<file path="config.mk">
export PLATFORM = sky130hd
export DESIGN_NAME = xc_malu_seq
export DESIGN_NICKNAME = d
export VERILOG_FILES = /design/src/rtl/xc_malu_seq.sv
export SDC_FILE = /design/constraint.sdc
export NUM_CORES = 1
export LEC_CHECK = 0
export ABC_AREA = 0
export ABC_CLOCK_PERIOD_IN_PS = 3200
export BUFFER_PORTS_ARGS = -buffer_cell sky130_fd_sc_hd__buf_2
export CORE_AREA = 2 2 207 209
export DETAILED_ROUTE_END_ITERATION = 6
export DIE_AREA = 0 0 209 211
export GPL_TIMING_DRIVEN = 0
export PLACE_DENSITY_LB_ADDON = 0.08
export RECOVER_POWER = 50
export SYNTH_ARGS = -nofsm -noshare
export SYNTH_HDL_FRONTEND = slang
export SYNTH_SLANG_ARGS = --single-unit
export TNS_END_PERCENT = 10
</file>
<file path="constraint.sdc">
create_clock -name clock -period 3.2 [get_ports clock]
set_input_delay 0.16 -clock clock [delete_from_list [all_inputs] [get_ports clock]]
set_output_delay 0.16 -clock clock [all_outputs]
set_load 0.02 [all_outputs]
</file>
<file path="src/rtl/xc_malu_seq.sv">
// -----------------------------------------------------------------------------
// xc_malu_seq
// Iteration sequencer and state-register stage for the multi-cycle
// mul/div/rem/pmul datapath. It owns the count/acc/arg registers the datapath
// reads each cycle, writes back the datapath's next-state values every
// iteration, captures the 64-bit result on step_ready (or an error result when
// the iteration limit is reached), and offers it downstream under valid/ready.
//
// Ports:
//   clock, reset          system clock, synchronous active-high reset
//   flush                 abort any operation (highest priority after reset)
//   valid / in_ready      issue handshake
//   ld_acc, ld_arg_0/1    initial register values loaded on issue
//   count, acc, arg_0/1   current state, to datapath
//   n_acc, n_arg_0/1      next state, from datapath
//   step_ready/result     datapath completion and its result
//   busy                  an operation is iterating
//   out_valid/out_ready   result handshake; result/error held until accepted
// -----------------------------------------------------------------------------
module xc_malu_seq #(
    parameter int CW        = 6,
    parameter int MAX_COUNT = 40
) (
    input  logic          clock,
    input  logic          reset,
    input  logic          flush,
    input  logic          valid,
    output logic          in_ready,
    input  logic [63:0]   ld_acc,
    input  logic [31:0]   ld_arg_0,
    input  logic [31:0]   ld_arg_1,
    output logic [CW-1:0] count,
    output logic [63:0]   acc,
    output logic [31:0]   arg_0,
    output logic [31:0]   arg_1,
    input  logic [63:0]   n_acc,
    input  logic [31:0]   n_arg_0,
    input  logic [31:0]   n_arg_1,
    input  logic          step_ready,
    input  logic [63:0]   step_result,
    output logic          busy,
    output logic          out_valid,
    input  logic          out_ready,
    output logic [63:0]   result,
    output logic          error
);

    localparam logic [CW-1:0] LAST_COUNT = CW'(MAX_COUNT);
    localparam logic [CW-1:0] COUNT_ONE  = CW'(1);

    typedef enum logic [1:0] {
        ST_IDLE = 2'b00,
        ST_RUN  = 2'b01,
        ST_DONE = 2'b10
    } state_t;

    state_t state_r;
    logic   issue_s;

    // Issue acceptance: idle, or done with the current result being taken
    // this same cycle (back-to-back). A flush blocks any issue.
    always_comb begin
        in_ready = 1'b0;
        if (flush) begin
            in_ready = 1'b0;
        end else if (state_r == ST_IDLE) begin
            in_ready = 1'b1;
        end else if (state_r == ST_DONE) begin
            in_ready = out_ready;
        end else begin
            in_ready = 1'b0;
        end
    end

    assign issue_s = valid && in_ready;
    assign busy    = (state_r == ST_RUN);

    // Sequencer state, datapath state registers and the result holding stage.
    always_ff @(posedge clock) begin
        if (reset) begin
            state_r   <= ST_IDLE;
            count     <= '0;
            acc       <= 64'd0;
            arg_0     <= 32'd0;
            arg_1     <= 32'd0;
            result    <= 64'd0;
            out_valid <= 1'b0;
            error     <= 1'b0;
        end else if (flush) begin
            // Result is deliberately kept; only reset clears it.
            state_r   <= ST_IDLE;
            count     <= '0;
            acc       <= 64'd0;
            arg_0     <= 32'd0;
            arg_1     <= 32'd0;
            out_valid <= 1'b0;
            error     <= 1'b0;
        end else begin
            case (state_r)
                ST_IDLE: begin
                    if (issue_s) begin
                        acc     <= ld_acc;
                        arg_0   <= ld_arg_0;
                        arg_1   <= ld_arg_1;
                        count   <= '0;
                        error   <= 1'b0;
                        state_r <= ST_RUN;
                    end else begin
                        state_r <= ST_IDLE;
                    end
                end
                ST_RUN: begin
                    if (step_ready) begin
                        // Final iteration: datapath next-state values are dropped.
                        result    <= step_result;
                        error     <= 1'b0;
                        out_valid <= 1'b1;
                        state_r   <= ST_DONE;
                    end else if (count == LAST_COUNT) begin
                        result    <= 64'd0;
                        error     <= 1'b1;
                        out_valid <= 1'b1;
                        state_r   <= ST_DONE;
                    end else begin
                        acc     <= n_acc;
                        arg_0   <= n_arg_0;
                        arg_1   <= n_arg_1;
                        count   <= count + COUNT_ONE;
                        state_r <= ST_RUN;
                    end
                end
                ST_DONE: begin
                    if (out_ready) begin
                        out_valid <= 1'b0;
                        if (issue_s) begin
                            acc     <= ld_acc;
                            arg_0   <= ld_arg_0;
                            arg_1   <= ld_arg_1;
                            count   <= '0;
                            error   <= 1'b0;
                            state_r <= ST_RUN;
                        end else begin
                            state_r <= ST_IDLE;
                        end
                    end else begin
                        state_r <= ST_DONE;
                    end
                end
                default: begin
                    state_r   <= ST_IDLE;
                    out_valid <= 1'b0;
                    error     <= 1'b0;
                end
            endcase
        end
    end

endmodule

</file>
# After elaboration in Yosys (flattened, before gate mapping)
# Index checks and enable logic that the tools add are counted.
[totals] regBits=202 input_bits=326 out_inout_bits=202 wordCells=65
[op_classes] bitwise=2 reduce_logical=9 eq_ne=7 muxes=38 addsub=1
[ops] op="$mux 64" n=6
[ops] op="$mux 32" n=8
[ops] op="$pmux 32 s3" n=2
[ops] op="$pmux 64 s3" n=1
[ops] op="$mux 6" n=4
[ops] op="$pmux 6 s3" n=1
[ops] op="$mux 1" n=10
[ops] op="$add 6x1->6 const B" n=1
[ops] op="$eq 6x6->1 const B" n=1
[ops] op="$mux 2" n=3
[ops] op="$ne 2x2->1 const B" n=3
[ops] op="$pmux 1 s3" n=2
[ops] op="$pmux 2 s3" n=1
[ops] op="$reduce_and 3->1" n=2
[ops] op="$reduce_and 4->1" n=1
[ops] op="$ne 3x2->1 const B" n=1
[ops] op="$reduce_bool 3->1" n=1
[ops] op="$eq 2x1->1 const B" n=1
[ops] op="$eq 2x2->1 const B" n=1
[ops] op="$logic_not 2->1" n=1
[ops] op="$not 1->1" n=2
[ops] op="$reduce_and 2->1" n=1
[ops] op="$reduce_bool 2->1" n=1
[ops] op="$reduce_or 2->1" n=1
[ops] op="$logic_and 1x1->1" n=1

# Longest topological paths before layout
[logic_depth] word_depth=8 ltp_mapped=9

# Worst setup path before layout
# OpenSTA, ideal clock, no wires.
[synth_path] kind="register -> register" startpoint="register count[0]" endpoint="register acc[45]" period_less_slack_ns=2.155 t_arrival_ns=2.021 setup_ns=0.134 path_stages_with_launch=10 setup_slack_ns=1.045 path_cell_list="dfxtp_1 > inv_1 > ha_1 > and4bb_1 > a211oi_4 > or2_1 > buf_2 > buf_2 > buf_2 > a211oi_1"
[synth_via] elab_chain_cells=3
[synth_lines] item="start: declaration" line_no="32" source="output logic [CW-1:0] count,"
[synth_lines] item="start signal: assignment" line_no="128" source="count <= count + COUNT_ONE;"
[synth_lines] item="$eq 6x6->1" line_no="119" source="end else if (count == LAST_COUNT) begin"
[synth_lines] item="$ne 2x2->1 (no source line)"
[synth_lines] item="$reduce_and 4->1 (no source line)"
[synth_lines] item="end signal: assignment" line_no="102" source="acc <= ld_acc;"
[synth_lines] item="end signal: assignment" line_no="125" source="acc <= n_acc;"
[synth_lines] item="end signal: assignment" line_no="136" source="acc <= ld_acc;"
[synth_lines] item="end: declaration" line_no="33" source="output logic [63:0] acc,"
# No other way between the ends.
# A chain may end at the register's enable or synchronous reset.

# Worst setup path in the final report
[layout_path] startpoint="register count[0]" endpoint="register arg_1[29]"
[layout_via] elab_chain_cells=3
[layout_lines] item="$eq 6x6->1" line_no="119"
[layout_lines] item="$ne 2x2->1 (no source line)"
[layout_lines] item="$reduce_and 4->1 (no source line)"
[layout_lines] item="end signal: assignment" line_no="104" source="arg_1 <= ld_arg_1;"
[layout_lines] item="end signal: assignment" line_no="127" source="arg_1 <= n_arg_1;"
[layout_lines] item="end signal: assignment" line_no="138" source="arg_1 <= ld_arg_1;"
[layout_lines] item="end: declaration" line_no="35" source="output logic [31:0] arg_1,"
# No other way between the ends.

==> flow_summary_export.csv <==
group,metric,value,unit
synth,ys_seq_area_share,46.5,%
power,p_per_area,448,nW/um^2
setup_path,r2r-end,"arg_1[29]",
synth,synth_edf_count,0,
cts,cts_tree,"built",
timing,max_freq,0.351,GHz
global_routing,gr-usage-met2,31.9,%
setup_path,r2r_start,"count[0]",
place,globalplace.congestion,0.770,
die,fp.dieH,211,um
global_routing,grt_util_met1,21.7,%
route,route.final.wire_length,41500,um
timing,tns,0,ps
die,die_area,44100,um^2
min_path,hold_class,"in2reg",
cts,clk_pin_slew,50,ps
global_routing,antenna_found_initial,3,
cts,clkSinkCount,202,
setup_path,worstSetupPathType,"reg2reg",
min_path,hold_end,"acc[22]",
synth,synth-simple-area-share,12.9,%
layout,drive_above_1_share,24.3,%
die,io_pins,528,
cts,clk_latency,550,ps
die,dieWidth,209,um
synth,synth_cells,938,
cts,root_buffer,"clkbuf_16",
timing,hold_viol,0,
synth,ys_types,34,
setup_path,crit_path_start_kind,"flip-flop",
setup_path,cp-end-kind,"flip-flop",
cts,ctsHtreeMaxLevel,1,
layout,num-nets-final,2018,
synth,async_flop_share,0,%
synth,synthFlopType,"dfxtp_1",
power,ir_drop,0.273,mV
synth,syn-num-nets,1266,
timing,finalCriticalPeriod,2850,ps
min_path,hold_depth,3,
layout,num-fill-cells,4492,
global_routing,grt_busiest_layer,"met2",
timing,maxSlewHeadroom,34.0,%
cts,cts_resized,0,
power,p_leak,5.47,nW
layout,area_growth,67.4,%
place,dp_hpwl,31300,um
synth,synth_top_family_by_area,"compound AO/OA/AOI/OAI gates",
setup_path,reg2reg_depth,9,
synth,synth_seq_cells,202,
global_routing,grt_pass1_vias,10200,
global_routing,grt_usage,18.1,%
route,ant_nets,0,
setup_path,cp_max_fo,10,
place,io_buffers,527,
synth,synth_fa_ha_area_share,0.288,%
route,drt-wirelength-per-cell,18.4,um
synth,syn_area,8690,um^2
job,cap_viol_max_count,0,
setup_path,arrival,3230,ps
timing,fin_skew,21.2,ps
route,vias_per_cell,4.47,
setup_path,worstPathRequired,3590,ps
cts,cts_setup_buffers,0,
status,status,"finished clean",
power,p_total,6.52,mW
route,drt_iter0_drc,505,
timing,worst_pin_slew,986,ps
global_routing,overflow,0,
route,drc,0,
global_routing,use_met3,5.19,%
cts,cts_made_buffers,27,
synth,synth_compound_area_share,20.2,%
synth,yosys.area_share.xor_xnor,0,%
route,drtPass1Iterations,5,
synth,synth.avg_cell_area,9.26,um^2
timing,setup_violations,0,
cts,postCtsHoldBufs,196,
global_routing,grt_max_degree,14,
global_routing,grt_pass1_wl,61800,um
die,placement_rows,75,
timing,slew_violations,0,
synth,synthMuxAreaShare,14.7,%
setup_path,reg2reg_slack,350,ps
cts,max-clock-path-buffers,3,
synth,ys_warn_count,0,
timing,finalCritPeriodShare,89.0,%
route,via_count,10100,
die,start_util,20.8,%
min_path,worstHoldStart,"n_acc[22]",
timing,rsz0062_at_grt,"false",
die,coreArea,41800,um^2
-- power breakdown --
part           switching, mW  internal, mW
registers             0.0384          2.59
clock network           1.18          1.67
logic                  0.552         0.497
-- state kept, by name, summed over array words and instances, names as in the netlist --
register and flops:
count 6, arg_1 32, acc 64, state_r 2, error 1, result 64, out_valid 1, arg_0 32
-- logic make-up (layout without fill, tap and decap cells) --
kind of cell,after synthesis,after routing
multiplexers,128,128
flip-flops,202,202
adder cells (fa/ha/maj),2,2
buffers and inverters,110,882
other,0,1
AO/OA/AOI/OAI,275,275
AND/OR/NAND/NOR,221,221
-- metrics by stage --
step | utilization (%) | area, um^2 | setup WS, ps | cells | hold WS (ps)
6_report | 34.8 | 14500 | 353 | 2250 | 22.4
5_1_grt | 34.8 | 14500 | 106 | 2249 | 5.15
4_1_cts | 35.4 | 14800 | 251 | 2249 | 0.131
3_5_place_dp | 28.7 | 12000 | 265 | 2004 | 442
3_3_place_gp | 28.7 | 12000 | 315 | 2004 | 438
2_1_floorplan | - | 8690 | 1050 | 938 | 328
-- layout make-up --
| class | instances | area (um^2) | area share, % |
|---|---|---|---|
| multi-input combinational | 626 | 4180 | 28.8 |
| sequential | 202 | 4040 | 27.8 |
| tap | 539 | 674 | 4.64 |
| clock inverter | 10 | 57.6 | 0.396 |
| clock buffer | 39 | 771 | 5.30 |
| timing repair buffer | 723 | 4350 | 29.9 |
| antenna | 1 | 2.50 | 0.0172 |
| inverter | 4 | 15.0 | 0.103 |
| buffer | 106 | 448 | 3.08 |
-- layer usage --
metal	part of all wire [%]	wire (um)	vias up
li1	-	-	5031
met1	43	17700	4633
met2	49	20100	338
met3	7.0	2910	50
met4	1.9	775	4
met5	0.051	21	-
-- worst max-delay path, stage by stage (launching register included) --
cell      delay [ps]
dfxtp_1          400
inv_1            100
ha_1             200
and4bb_1         290
a211oi_4         560
or2_1            170
buf_2            170
buf_2            350
buf_2            320
a211oi_1         110
-- worst max-delay path by stage --
| stage | startpoint | endpoint | slack, ps | cells past startpoint |
|---|---|---|---|---|
| after floorplan | count[0] | acc[45] | 1050 | 9 |
| after detailed placement | count[0] | arg_1[30] | 260 | 9 |
| final | count[0] | arg_1[29] | 350 | 9 |
| after global placement | count[0] | acc[45] | 320 | 9 |
| after global routing | count[0] | acc[62] | 110 | 9 |
| after CTS | count[0] | arg_1[28] | 250 | 9 |
-- cell usage after synthesis (all sizes together) (2+ instances only) --
library cell | number | area, um^2
inv | 4 | 15.0
dfxtp | 202 | 4040
nor3 | 129 | 646
nor2 | 6 | 22.5
nor4 | 3 | 18.8
clkbuf | 65 | 244
o31ai | 2 | 15.0
mux2i | 128 | 1280
nand3 | 68 | 340
o21ai | 67 | 335
or2 | 3 | 18.8
ha | 2 | 25.0
buf | 41 | 204
nand2 | 6 | 22.5
a211oi | 130 | 988
nand2b | 2 | 12.5
a21oi | 66 | 330
a31o | 3 | 26.3
-- cell usage in the layout, fill, tap and decap left out, drive strengths merged, types with 2 or more instances in the layout --
cell,instances
o21ai,67
dlygate4sd3,196
nand2b,2
ha,2
a31o,3
clkbuf,305
nor3,129
dfxtp,202
a21oi,66
a211oi,130
mux2i,128
or2,3
o31ai,2
inv,6
nor4,3
nand3,68
nor2,6
buf,367
nand2,6
clkinv,8
No activity file was read; power rests on OpenSTA's default activity.
